<file path="src/rtl/tftp_field_capture_if.sv">
// Record channel from the TFTP field capture block to the file/transfer logic.
// valid/ready: the master holds every rec_* field stable while rec_valid=1 and rec_ready=0; a
// record transfers on any cycle with rec_valid && rec_ready; rec_valid, once raised, never drops without a transfer.
interface tftp_field_capture_if #(
    parameter int FNAME_AW = 5
) ();
    logic                rec_valid;
    logic                rec_ready;
    logic [15:0]         rec_opcode;
    logic [15:0]         rec_blockno;
    logic [FNAME_AW:0]   rec_fname_len;
    logic                rec_mode_octet;
    logic                rec_mode_netascii;
    logic                rec_err;

    modport master (
        output rec_valid, rec_opcode, rec_blockno, rec_fname_len,
               rec_mode_octet, rec_mode_netascii, rec_err,
        input  rec_ready
    );

    modport slave (
        input  rec_valid, rec_opcode, rec_blockno, rec_fname_len,
               rec_mode_octet, rec_mode_netascii, rec_err,
        output rec_ready
    );
endinterface

</file>
<file path="src/rtl/tftp_field_capture.sv">
// TFTP rx datapath: opcode decode for the decode FSM, field capture under its enables,
// and one completed record per frame on a valid/ready channel.
module tftp_field_capture #(
    parameter int FNAME_MAX = 32,
    parameter int FNAME_AW  = 5
) (
    input  logic                clk,
    input  logic                reset,
    input  logic                data_valid,
    input  logic [7:0]          cnt,
    input  logic [7:0]          eth_data,
    input  logic                frame_end,
    input  logic                filename_en,
    input  logic                mode_en,
    output logic                ack,
    output logic                req,
    tftp_field_capture_if.master rec_if,
    input  logic [FNAME_AW-1:0] fname_rd_addr,
    output logic [7:0]          fname_rd_data,
    output logic [7:0]          drop_count
);

    // Per-frame capture state
    logic              r_in_frame;
    logic [15:0]       r_opcode;
    logic [15:0]       r_blockno;
    logic              r_blk_done;
    logic [FNAME_AW:0] r_fname_len;
    logic              r_fname_term;
    logic              r_ovf;
    logic [3:0]        r_mode_idx;
    logic              r_mode_term;
    logic              r_oct_ok;
    logic              r_net_ok;
    logic              r_ack;
    logic              r_req;

    // Record slot
    logic              r_rec_valid;
    logic [15:0]       r_rec_opcode;
    logic [15:0]       r_rec_blockno;
    logic [FNAME_AW:0] r_rec_fname_len;
    logic              r_rec_oct;
    logic              r_rec_net;
    logic              r_rec_err;
    logic [7:0]        r_drop_count;

    logic [7:0]        r_buf [FNAME_MAX];
    logic [7:0]        r_rd_data;

    logic              w_start;
    logic              w_cap;
    logic              w_op_blk;
    logic [15:0]       w_op_now;
    logic              w_fname_full;
    logic              w_blocked;
    logic              w_xfer;
    logic              w_wr;
    logic              w_done;
    logic [7:0]        w_lc;
    logic              w_is_req;
    logic              w_is_blk;
    logic              w_op_bad;
    logic              w_err;

    function automatic logic [7:0] octet_char(input logic [3:0] i);
        case (i)
            4'd0:    octet_char = 8'h6F; // o
            4'd1:    octet_char = 8'h63; // c
            4'd2:    octet_char = 8'h74; // t
            4'd3:    octet_char = 8'h65; // e
            4'd4:    octet_char = 8'h74; // t
            default: octet_char = 8'h00;
        endcase
    endfunction

    function automatic logic [7:0] netascii_char(input logic [3:0] i);
        case (i)
            4'd0:    netascii_char = 8'h6E; // n
            4'd1:    netascii_char = 8'h65; // e
            4'd2:    netascii_char = 8'h74; // t
            4'd3:    netascii_char = 8'h61; // a
            4'd4:    netascii_char = 8'h73; // s
            4'd5:    netascii_char = 8'h63; // c
            4'd6:    netascii_char = 8'h69; // i
            4'd7:    netascii_char = 8'h69; // i
            default: netascii_char = 8'h00;
        endcase
    endfunction

    assign w_start      = data_valid && (cnt == 8'h00);
    assign w_cap        = data_valid && r_in_frame && !w_start;
    assign w_op_now     = {r_opcode[15:8], eth_data};
    assign w_op_blk     = (r_opcode == 16'd3) || (r_opcode == 16'd4);
    assign w_fname_full = (r_fname_len == (FNAME_AW+1)'(FNAME_MAX));
    assign w_lc         = ((eth_data >= 8'h41) && (eth_data <= 8'h5A)) ? (eth_data | 8'h20) : eth_data;
    assign w_blocked    = r_rec_valid && !rec_if.rec_ready;
    assign w_xfer       = r_rec_valid && rec_if.rec_ready;
    // A pending record owns the filename buffer, so a blocked frame must not write it.
    assign w_wr         = w_cap && filename_en && !r_fname_term && (eth_data != 8'h00)
                          && !w_fname_full && !w_blocked;
    assign w_done       = frame_end && r_in_frame;

    assign w_is_req = (r_opcode == 16'd1) || (r_opcode == 16'd2);
    assign w_is_blk = w_op_blk;
    assign w_op_bad = (r_opcode == 16'd0) || (r_opcode > 16'd5);
    assign w_err    = w_op_bad || r_ovf
                      || (w_is_req && (!r_fname_term || !r_mode_term
                                       || !((r_oct_ok || r_net_ok) && r_mode_term)))
                      || (w_is_blk && !r_blk_done);

    always_ff @(posedge clk) begin
        if (reset || w_start) begin
            r_in_frame   <= w_start && !reset;
            r_opcode     <= '0;
            r_blockno    <= '0;
            r_blk_done   <= 1'b0;
            r_fname_len  <= '0;
            r_fname_term <= 1'b0;
            r_ovf        <= 1'b0;
            r_mode_idx   <= '0;
            r_mode_term  <= 1'b0;
            r_oct_ok     <= 1'b1;
            r_net_ok     <= 1'b1;
            r_ack        <= 1'b0;
            r_req        <= 1'b0;
        end else begin
            if (frame_end) r_in_frame <= 1'b0;
            if (w_cap) begin
                if (cnt == 8'h2A) r_opcode[15:8] <= eth_data;
                if (cnt == 8'h2B) begin
                    r_opcode[7:0] <= eth_data;
                    r_ack         <= (w_op_now == 16'd4);
                    r_req         <= (w_op_now == 16'd1) || (w_op_now == 16'd2);
                end
                if (cnt == 8'h2C && w_op_blk) r_blockno[15:8] <= eth_data;
                if (cnt == 8'h2D && w_op_blk) begin
                    r_blockno[7:0] <= eth_data;
                    r_blk_done     <= 1'b1;
                end
                if (filename_en && !r_fname_term) begin
                    if (eth_data == 8'h00)  r_fname_term <= 1'b1;
                    else if (w_fname_full)  r_ovf        <= 1'b1;
                    else                    r_fname_len  <= r_fname_len + 1'b1;
                end
                // Both strings are matched in parallel; a match also needs the NUL at exactly its length.
                if (mode_en && !r_mode_term) begin
                    if (eth_data == 8'h00) begin
                        r_mode_term <= 1'b1;
                        r_oct_ok    <= r_oct_ok && (r_mode_idx == 4'd5);
                        r_net_ok    <= r_net_ok && (r_mode_idx == 4'd8);
                    end else begin
                        r_oct_ok <= r_oct_ok && (w_lc == octet_char(r_mode_idx));
                        r_net_ok <= r_net_ok && (w_lc == netascii_char(r_mode_idx));
                        if (r_mode_idx != 4'hF) r_mode_idx <= r_mode_idx + 4'd1;
                    end
                end
            end
        end
    end

    always_ff @(posedge clk) begin
        if (reset) begin
            r_rec_valid     <= 1'b0;
            r_rec_opcode    <= '0;
            r_rec_blockno   <= '0;
            r_rec_fname_len <= '0;
            r_rec_oct       <= 1'b0;
            r_rec_net       <= 1'b0;
            r_rec_err       <= 1'b0;
            r_drop_count    <= '0;
        end else if (w_done && !w_blocked) begin
            r_rec_valid     <= 1'b1;
            r_rec_opcode    <= r_opcode;
            r_rec_blockno   <= r_blockno;
            r_rec_fname_len <= r_fname_len;
            r_rec_oct       <= r_oct_ok && r_mode_term;
            r_rec_net       <= r_net_ok && r_mode_term;
            r_rec_err       <= w_err;
        end else begin
            if (w_done && (r_drop_count != 8'hFF)) r_drop_count <= r_drop_count + 8'd1;
            if (w_xfer) r_rec_valid <= 1'b0;
        end
    end

    always_ff @(posedge clk) begin
        if (w_wr) r_buf[r_fname_len[FNAME_AW-1:0]] <= eth_data;
    end

    always_ff @(posedge clk) begin
        if (reset) r_rd_data <= '0;
        else       r_rd_data <= r_buf[fname_rd_addr];
    end

    assign ack                      = r_ack;
    assign req                      = r_req;
    assign rec_if.rec_valid         = r_rec_valid;
    assign rec_if.rec_opcode        = r_rec_opcode;
    assign rec_if.rec_blockno       = r_rec_blockno;
    assign rec_if.rec_fname_len     = r_rec_fname_len;
    assign rec_if.rec_mode_octet    = r_rec_oct;
    assign rec_if.rec_mode_netascii = r_rec_net;
    assign rec_if.rec_err           = r_rec_err;
    assign fname_rd_data            = r_rd_data;
    assign drop_count               = r_drop_count;

endmodule

</file>
<file path="src/flat_wrapper.sv">
// flat-port wrapper written by rule: the top's interface ports become plain ports
module tftp_field_capture_flat 
#(
    parameter int FNAME_MAX = 32,
    parameter int FNAME_AW  = 5
)
  (clk, reset, data_valid, cnt, eth_data, frame_end, filename_en, mode_en, ack, req, fname_rd_addr, fname_rd_data, drop_count, rec_if_rec_valid, rec_if_rec_opcode, rec_if_rec_blockno, rec_if_rec_fname_len, rec_if_rec_mode_octet, rec_if_rec_mode_netascii, rec_if_rec_err, rec_if_rec_ready);
  tftp_field_capture_if #(.FNAME_AW(FNAME_AW)) rec_if_i ();
  input  logic clk;
  input  logic reset;
  input  logic data_valid;
  input  logic [7:0] cnt;
  input  logic [7:0] eth_data;
  input  logic frame_end;
  input  logic filename_en;
  input  logic mode_en;
  output logic ack;
  output logic req;
  input  logic [FNAME_AW-1:0] fname_rd_addr;
  output logic [7:0] fname_rd_data;
  output logic [7:0] drop_count;
  output wire logic [$bits(rec_if_i.rec_valid)-1:0] rec_if_rec_valid;
  output wire logic [$bits(rec_if_i.rec_opcode)-1:0] rec_if_rec_opcode;
  output wire logic [$bits(rec_if_i.rec_blockno)-1:0] rec_if_rec_blockno;
  output wire logic [$bits(rec_if_i.rec_fname_len)-1:0] rec_if_rec_fname_len;
  output wire logic [$bits(rec_if_i.rec_mode_octet)-1:0] rec_if_rec_mode_octet;
  output wire logic [$bits(rec_if_i.rec_mode_netascii)-1:0] rec_if_rec_mode_netascii;
  output wire logic [$bits(rec_if_i.rec_err)-1:0] rec_if_rec_err;
  input wire logic [$bits(rec_if_i.rec_ready)-1:0] rec_if_rec_ready;
  assign rec_if_rec_valid = rec_if_i.rec_valid;
  assign rec_if_rec_opcode = rec_if_i.rec_opcode;
  assign rec_if_rec_blockno = rec_if_i.rec_blockno;
  assign rec_if_rec_fname_len = rec_if_i.rec_fname_len;
  assign rec_if_rec_mode_octet = rec_if_i.rec_mode_octet;
  assign rec_if_rec_mode_netascii = rec_if_i.rec_mode_netascii;
  assign rec_if_rec_err = rec_if_i.rec_err;
  assign rec_if_i.rec_ready = rec_if_rec_ready;
  tftp_field_capture #(.FNAME_MAX(FNAME_MAX), .FNAME_AW(FNAME_AW)) u_core (.clk(clk), .reset(reset), .data_valid(data_valid), .cnt(cnt), .eth_data(eth_data), .frame_end(frame_end), .filename_en(filename_en), .mode_en(mode_en), .ack(ack), .req(req), .rec_if(rec_if_i), .fname_rd_addr(fname_rd_addr), .fname_rd_data(fname_rd_data), .drop_count(drop_count));
endmodule
</file>
<file path="config.mk">
export PLATFORM = sky130hd
export DESIGN_NAME = tftp_field_capture_flat
export DESIGN_NICKNAME = d
export VERILOG_FILES = /design/src/rtl/tftp_field_capture_if.sv /design/src/rtl/tftp_field_capture.sv /design/src/flat_wrapper.sv
export SDC_FILE = /design/constraint.sdc
export NUM_CORES = 1
export LEC_CHECK = 0
export CORE_MARGIN = 3
export CORE_UTILIZATION = 40
export CTS_CLUSTER_SIZE = 28
export DETAILED_ROUTE_END_ITERATION = 8
export GPL_TIMING_DRIVEN = 0
export PLACE_DENSITY = 0.55
export SLEW_MARGIN = 20
export SYNTH_ARGS = -nofsm -noshare
export SYNTH_HDL_FRONTEND = slang
export SYNTH_SLANG_ARGS = --single-unit
</file>
<file path="constraint.sdc">
create_clock -name clk -period 3.1 [get_ports clk]
set_clock_uncertainty 0.15 [all_clocks]
set_input_delay 0.31 -clock clk [delete_from_list [all_inputs] [get_ports clk]]
set_output_delay 0.31 -clock clk [all_outputs]
set_load 0.01 [all_outputs]
</file>
======== Word level (Yosys, flattened, before mapping) ========
Memories as Yosys holds them, arrays and structs flattened. A register that Yosys moved wholly into a read port is not among the register bits.
Cells that the tools add are included.
cells by class
  multiplexer cells ....................... 21
  equal/unequal tests ..................... 22
  bitwise gates (word level) .............. 3
  add/sub/neg operators ................... 3
  reductions and logical operators ........ 67
  magnitude comparators ................... 3
operator list
  operator                                                            number
  2-to-1 mux 8 bit                                                    9
  == test 16 x 2 -> 1 bit (second input constant)                     3
  == test 16 x 1 -> 1 bit (second input constant)                     2
  == test 16 x 3 -> 1 bit (second input constant)                     2
  == test 8 x 6 -> 1 bit (second input constant)                      4
  logical AND 1 bit                                                   28
  case mux 7 bit (4 select lines)                                     1
  == test 8 bit                                                       2
  greater-than comparator 16 x 3 -> 1 bit (second input constant)     1
  logical NOT 16 bit                                                  1
  logical NOT 8 bit                                                   2
  AND reduction 2 bit                                                 6
  AND reduction 4 bit                                                 3
  logical OR 1 bit                                                    11
  logical NOT 1 bit                                                   9
  adder 8 x 1 -> 8 bit (second input constant)                        1
  == test 4 x 2 -> 1 bit (second input constant)                      2
  == test 4 x 3 -> 1 bit (second input constant)                      2
  greater-or-equal comparator 8 x 7 -> 1 bit (second input constant)  1
  less-or-equal comparator 8 x 7 -> 1 bit (second input constant)     1
  2-to-1 mux 1 bit                                                    8
  inequality test 8 bit (second input constant)                       1
  nonzero test 8 bit                                                  1
  adder 6 x 1 -> 6 bit (second input constant)                        1
  other kinds (12)                                                    17
storage, ports and cells
  flip-flop bits (word level) ............. 101
  memories kept ........................... 2
  bits in read-only memories .............. 40
  logic and storage cells ................. 144
  bits in writable memories ............... 256
  output and inout port bits .............. 60
  input port bits ......................... 28
memory list
  name              words  width  rd ports  clocked after Yosys merged registers in  wr ports  RTL line                  text
  u_core.r_buf      32     8      1         1                                        1         tftp_field_capture.sv:48  logic [7:0] r_buf [FNAME_MAX];
  (name not given)  8      5      1         1                                        0         tftp_field_capture.sv:78  case (i)

======== Depth between registers and ports, before layout ========
  depth in word-level cells ............... 11
  gate-level depth with buffers ........... 8
  mapped depth without buffers ............ 7

======== Worst setup path before layout ========
No wires, ideal clock.
  path kind ............................... in2reg
  from .................................... input eth_data[6]
  to ...................................... memory u_core.r_buf[0][0], enable pin
  stages .................................. 7
  library setup time ...................... 0.395 ns
  path slack .............................. 0.353 ns
  buffers on the path ..................... 2
  data arrival time ....................... 2.203 ns
  required time ........................... 2.555 ns
  cell sequence ........................... buf_2 -> nor3_2 -> a31oi_1 -> and2_1 -> clkbuf_1 -> nand2_1 -> nor4_1
on the way
  longest elaborated chain between the ends .. 6
ends and longest elaborated chain
  item                                    RTL line                   text
  from (decl)                             flat_wrapper.sv:13         input logic [7:0] eth_data;
  nonzero test 8 bit                      tftp_field_capture.sv:100  assign w_wr = w_cap && filename_en && !r_fname_term && (eth_data != 8'h00)
  logical AND 1 bit                       tftp_field_capture.sv:100
  logical AND 1 bit (2 in a row)          tftp_field_capture.sv:101  && !w_fname_full && !w_blocked;
  2-to-1 mux 1 bit                        tftp_field_capture.sv:187  if (w_wr) r_buf[r_fname_len[FNAME_AW-1:0]] <= eth_data;
  2-to-1 mux 1 bit (not written as such)  tftp_field_capture.sv:187
  to (decl)                               tftp_field_capture.sv:48
Every way passes these cells.

======== Worst setup path after layout ========
  from .................................... register u_core.r_in_frame
  to ...................................... memory u_core.r_buf[27][0], enable pin
on the way
  longest elaborated chain between the ends .. 9
ends and longest elaborated chain
  item                                    RTL line                   text
  from (decl)                             tftp_field_capture.sv:24   logic r_in_frame;
  from (signal assigned)                  tftp_field_capture.sv:114  r_in_frame <= w_start && !reset;
  logical AND 1 bit (2 in a row)          tftp_field_capture.sv:92   assign w_cap = data_valid && r_in_frame && !w_start;
  logical AND 1 bit (3 in a row)          tftp_field_capture.sv:100
  logical AND 1 bit (2 in a row)          tftp_field_capture.sv:101
  2-to-1 mux 1 bit                        tftp_field_capture.sv:187
  2-to-1 mux 1 bit (not written as such)  tftp_field_capture.sv:187
Every way passes these cells.

==> results.md <==
* Utilization after layout at 0.4906
* Post-synthesis async set-or-reset flop share at 0
* Critical Path RT at 3100 ps
* Compound-gate portion of the synthesized area at 0.05865
* I/O pin total at 88
* Wire per inst at 21.86 um
* Starting DRT DRC Count at between 600 and 700
* Status: completed
* Reg clk slew, reported paths at roughly 60 ps
* Layout cells sized above 1 at 0.1417
* Total track usage at 0.1883
* Largest net degree at the start of global routing at 37
* Mapped Nets at about 1100
* Area contributors post-synth: edfxtp_1 52%, dfxtp_1 15%, mux4_2 7.4%
* Mux contribution to synthesized area at 0.1190
* Unrepaired setup endpoints after global routing: yes
* DRC viols at 0
* Vias at 9261
* Int Power at 8.158 mW
* Register Area at 9980 sq um
* Routed Antenna Nets at 0
* Final worst path period share at 0.9565
* Adder-Cell Fraction of Synth Area at 0.007595
* Synth Area in XOR/XNOR at 0.01122
* Reg power frac at 0.511
* Area leader, netlist: edfxtp_1
* Mapped Cells at 1081
* Root Driver: clkbuf_16
* First-pass GRT wire length at between 50000 and 60000 um
* Die ar. at just under 40000 sq um
* Final Slew Violations at 0
* Starting density of the core at 0.4109
* Final min period at 2965 ps
* Max clock buf depth at 3
* Avg Cell Area, Syn at 13.72 sq um
* Die height at 198.5 um
* TritonCTS clock tree: built
* Worst slew pin tran at 852.6 ps
* Fin Hold WS at 92.17 ps
* Leak at 5.822 nW
* Row count at 69
* Final Hold Violating Endpoints at 0
* Final setup violating endpoints at 0
* Routability congestion estimate at 0.7962
* Crit Path Class: flop to flop
* Hold depth at 1
* Peak Freq at 337.2 MHz
* Fillers at 3143
* Core area at 36090 sq um
* P_sw at 2.227 mW
* EDFF count, synth at around 260
* Pre-antenna DRT Iters at 5
* Min-Delay Path Class: input port to flop
* Via density at 5.438
* Top FF cell, synth: edfxtp_1
* Clock Latency Late Sink at between 500 and 600 ps
* R2R depth at 5
* Post-synthesis simple-gate area fraction at 0.1074
* Yosys reg bits at 370
* Die Span X at 198.5 um
* Clk sinks at 370
* Switching share of power at 0.2145
* Max H-tree Level at 2
* Combinational share of power at 0.048
* Worst Path Max Fanout at 8
* Antenna violations before repair at 0
* Main combinational cell family by area after synthesis: multiplexers
* Num CTS Buffers at 40
* Seq/Total Area, Yosys at 0.6731
* Cell Area, Synth at 14830 sq um
* DP HPWL at 25250 um
* Power per cell area at ~600 nW/um^2
* Max rail drop VDD at 0.3629 mV
* Slew HR at 0.4316
* NumNets Final at 1250
* Vias in the first global route at around 9200
* Critical Path AT at a little under 3000 ps
* Top-area cell type share of the netlist area at 0.5205
* Footprint of the multi-input gates at 4661 sq um
* Total wire length at 37230 um
* Input/output buffers at 84
* N_diodes at 0
* YS warnings at 0
* Max Cap Violations at 0
* CP endpoint kind: flop
* Aggregate global routing overflow at 0
* Distinct cells, synth at 55
* Clock share of power at 0.441
* Layout area overhead at 19.42%
* Worst setup SP type: flop
critical path: stages, from the launching register on:
cell      delay [ps]
edfxtp_1         570
nand3_1          140
a31oi_2          350
and2_1           200
nand4_1          540
nor2_2           630
logic make-up after synthesis:
kind of cell    Yosys count
compound gates          143
xor+xnor                 19
fa+ha+maj                 9
buf+inv                  83
flops                   370
mux                     115
simple gates            342
per-stage QoR:
step	instances	power [mW]	TNS [ps]	worst slack, ps	instance area [sq um]
after floorplan	1081	5.666	0	352.6	14830
after detailed placement	1628	5.909	-179820	-1047	16250
after global placement	1626	5.909	-429950	-2364	16240
final	1703	10.38	0	134.7	17710
after CTS	1703	10.47	-7453	-213.3	17610
after global routing	1703	10.70	-3462	-75.12	17710
layout make-up:
class | count | share of cell area
inverters | 18 | 0.003816
multi-input cells | 628 | 0.2632
well taps | 461 | 0.03258
repair buffers | 90 | 0.04961
clock buffers | 57 | 0.06537
clock inverters | 14 | 0.006289
flip-flops and latches | 370 | 0.5636
plain buffers | 65 | 0.01548
Yosys cell counts (all sizes together), types with 3 or more instances:
cell and instances:
edfxtp 257, nand2 129, dfxtp 113, nor2 93, a21oi 70, mux2i 66, mux4 49, clkbuf 40
nand3 33, buf 25, inv 18, o21ai 18, nand4 17, a22oi 16, nor3 14, a31oi 12
xnor2 11, and3 10, ha 9, nor2b 8, o311ai 8, xor2 8, nand3b 6, nor4 6
or3 6, a311oi 4, o31ai 4, and2 3, nor3b 3
routing by layer:
| layer | global-route usage | share of wire |
|---|---|---|
| met1 | 0.2620 | 0.45 |
| met5 | 0 | 0 |
| met4 | 0.04451 | 0.018 |
| met3 | 0.02964 | 0.048 |
| met2 | 0.3141 | 0.49 |
cells in the final DEF (no fill, tap or decap), types with 10 or more instances in the layout:
master           instances
clkdlybuf4s50_1         76
nor2_4                  11
nand4_1                 17
nor2_2                  16
nor2_1                  66
clkbuf_16               42
o21ai_0                 17
edfxtp_1               257
a21oi_1                 70
nor3_1                  12
inv_1                   18
nand2_1                129
xnor2_1                 11
mux2i_1                 66
clkbuf_1                50
buf_2                   21
and3_1                  10
dfxtp_1                113
nand3_1                 33
mux4_2                  49
a22oi_1                 16
repair_timing:
item / CTS / global route
setup endpoints to repair: 208 / 224
hold buffers: 0 / 0
resized for setup: 24 / 23
buffers inserted: 4 / 0
hold endpoints to repair: 0 / 0
pin swaps: 1 / 0
cloned: 0 / 0
sequential cells by signal, indices dropped and copies added, names as in the netlist, 4 cells and up, named ones only:
register,flops
u_core.r_buf,256
u_core.r_blockno,16
u_core.rec_if.rec_fname_len,6
u_core.drop_count,8
u_core.r_fname_len,6
u_core.rec_if.rec_blockno,16
u_core.r_opcode,16
u_core.rec_if.rec_opcode,16
u_core.fname_rd_data,8
u_core.r_mode_idx,4
power by group through the flow:
| stage | clock network, mW | registers, mW | logic (mW) |
|---|---|---|---|
| finish | 4.58 | 5.30 | 0.499 |
| global route | 4.86 | 5.30 | 0.539 |
| CTS | 4.66 | 5.30 | 0.502 |
| detailed placement | 0 | 5.41 | 0.501 |
| global placement | 0 | 5.41 | 0.496 |
| floorplan | 0 | 5.41 | 0.255 |
final timing paths:
| path | startpoint | to | slack, ps |
|---|---|---|---|
| max | u_core.r_in_frame | u_core.r_buf[27][0] | 130 |
| min | eth_data[7] | u_core.r_buf[12][7] | 90 |
| max reg2reg | u_core.r_in_frame | u_core.r_buf[27][0] | 130 |
| min reg2reg | u_core.rec_if.rec_blockno[0] | u_core.rec_if.rec_blockno[0] | 300 |
Note: power is estimated with default switching activity, not from simulation.
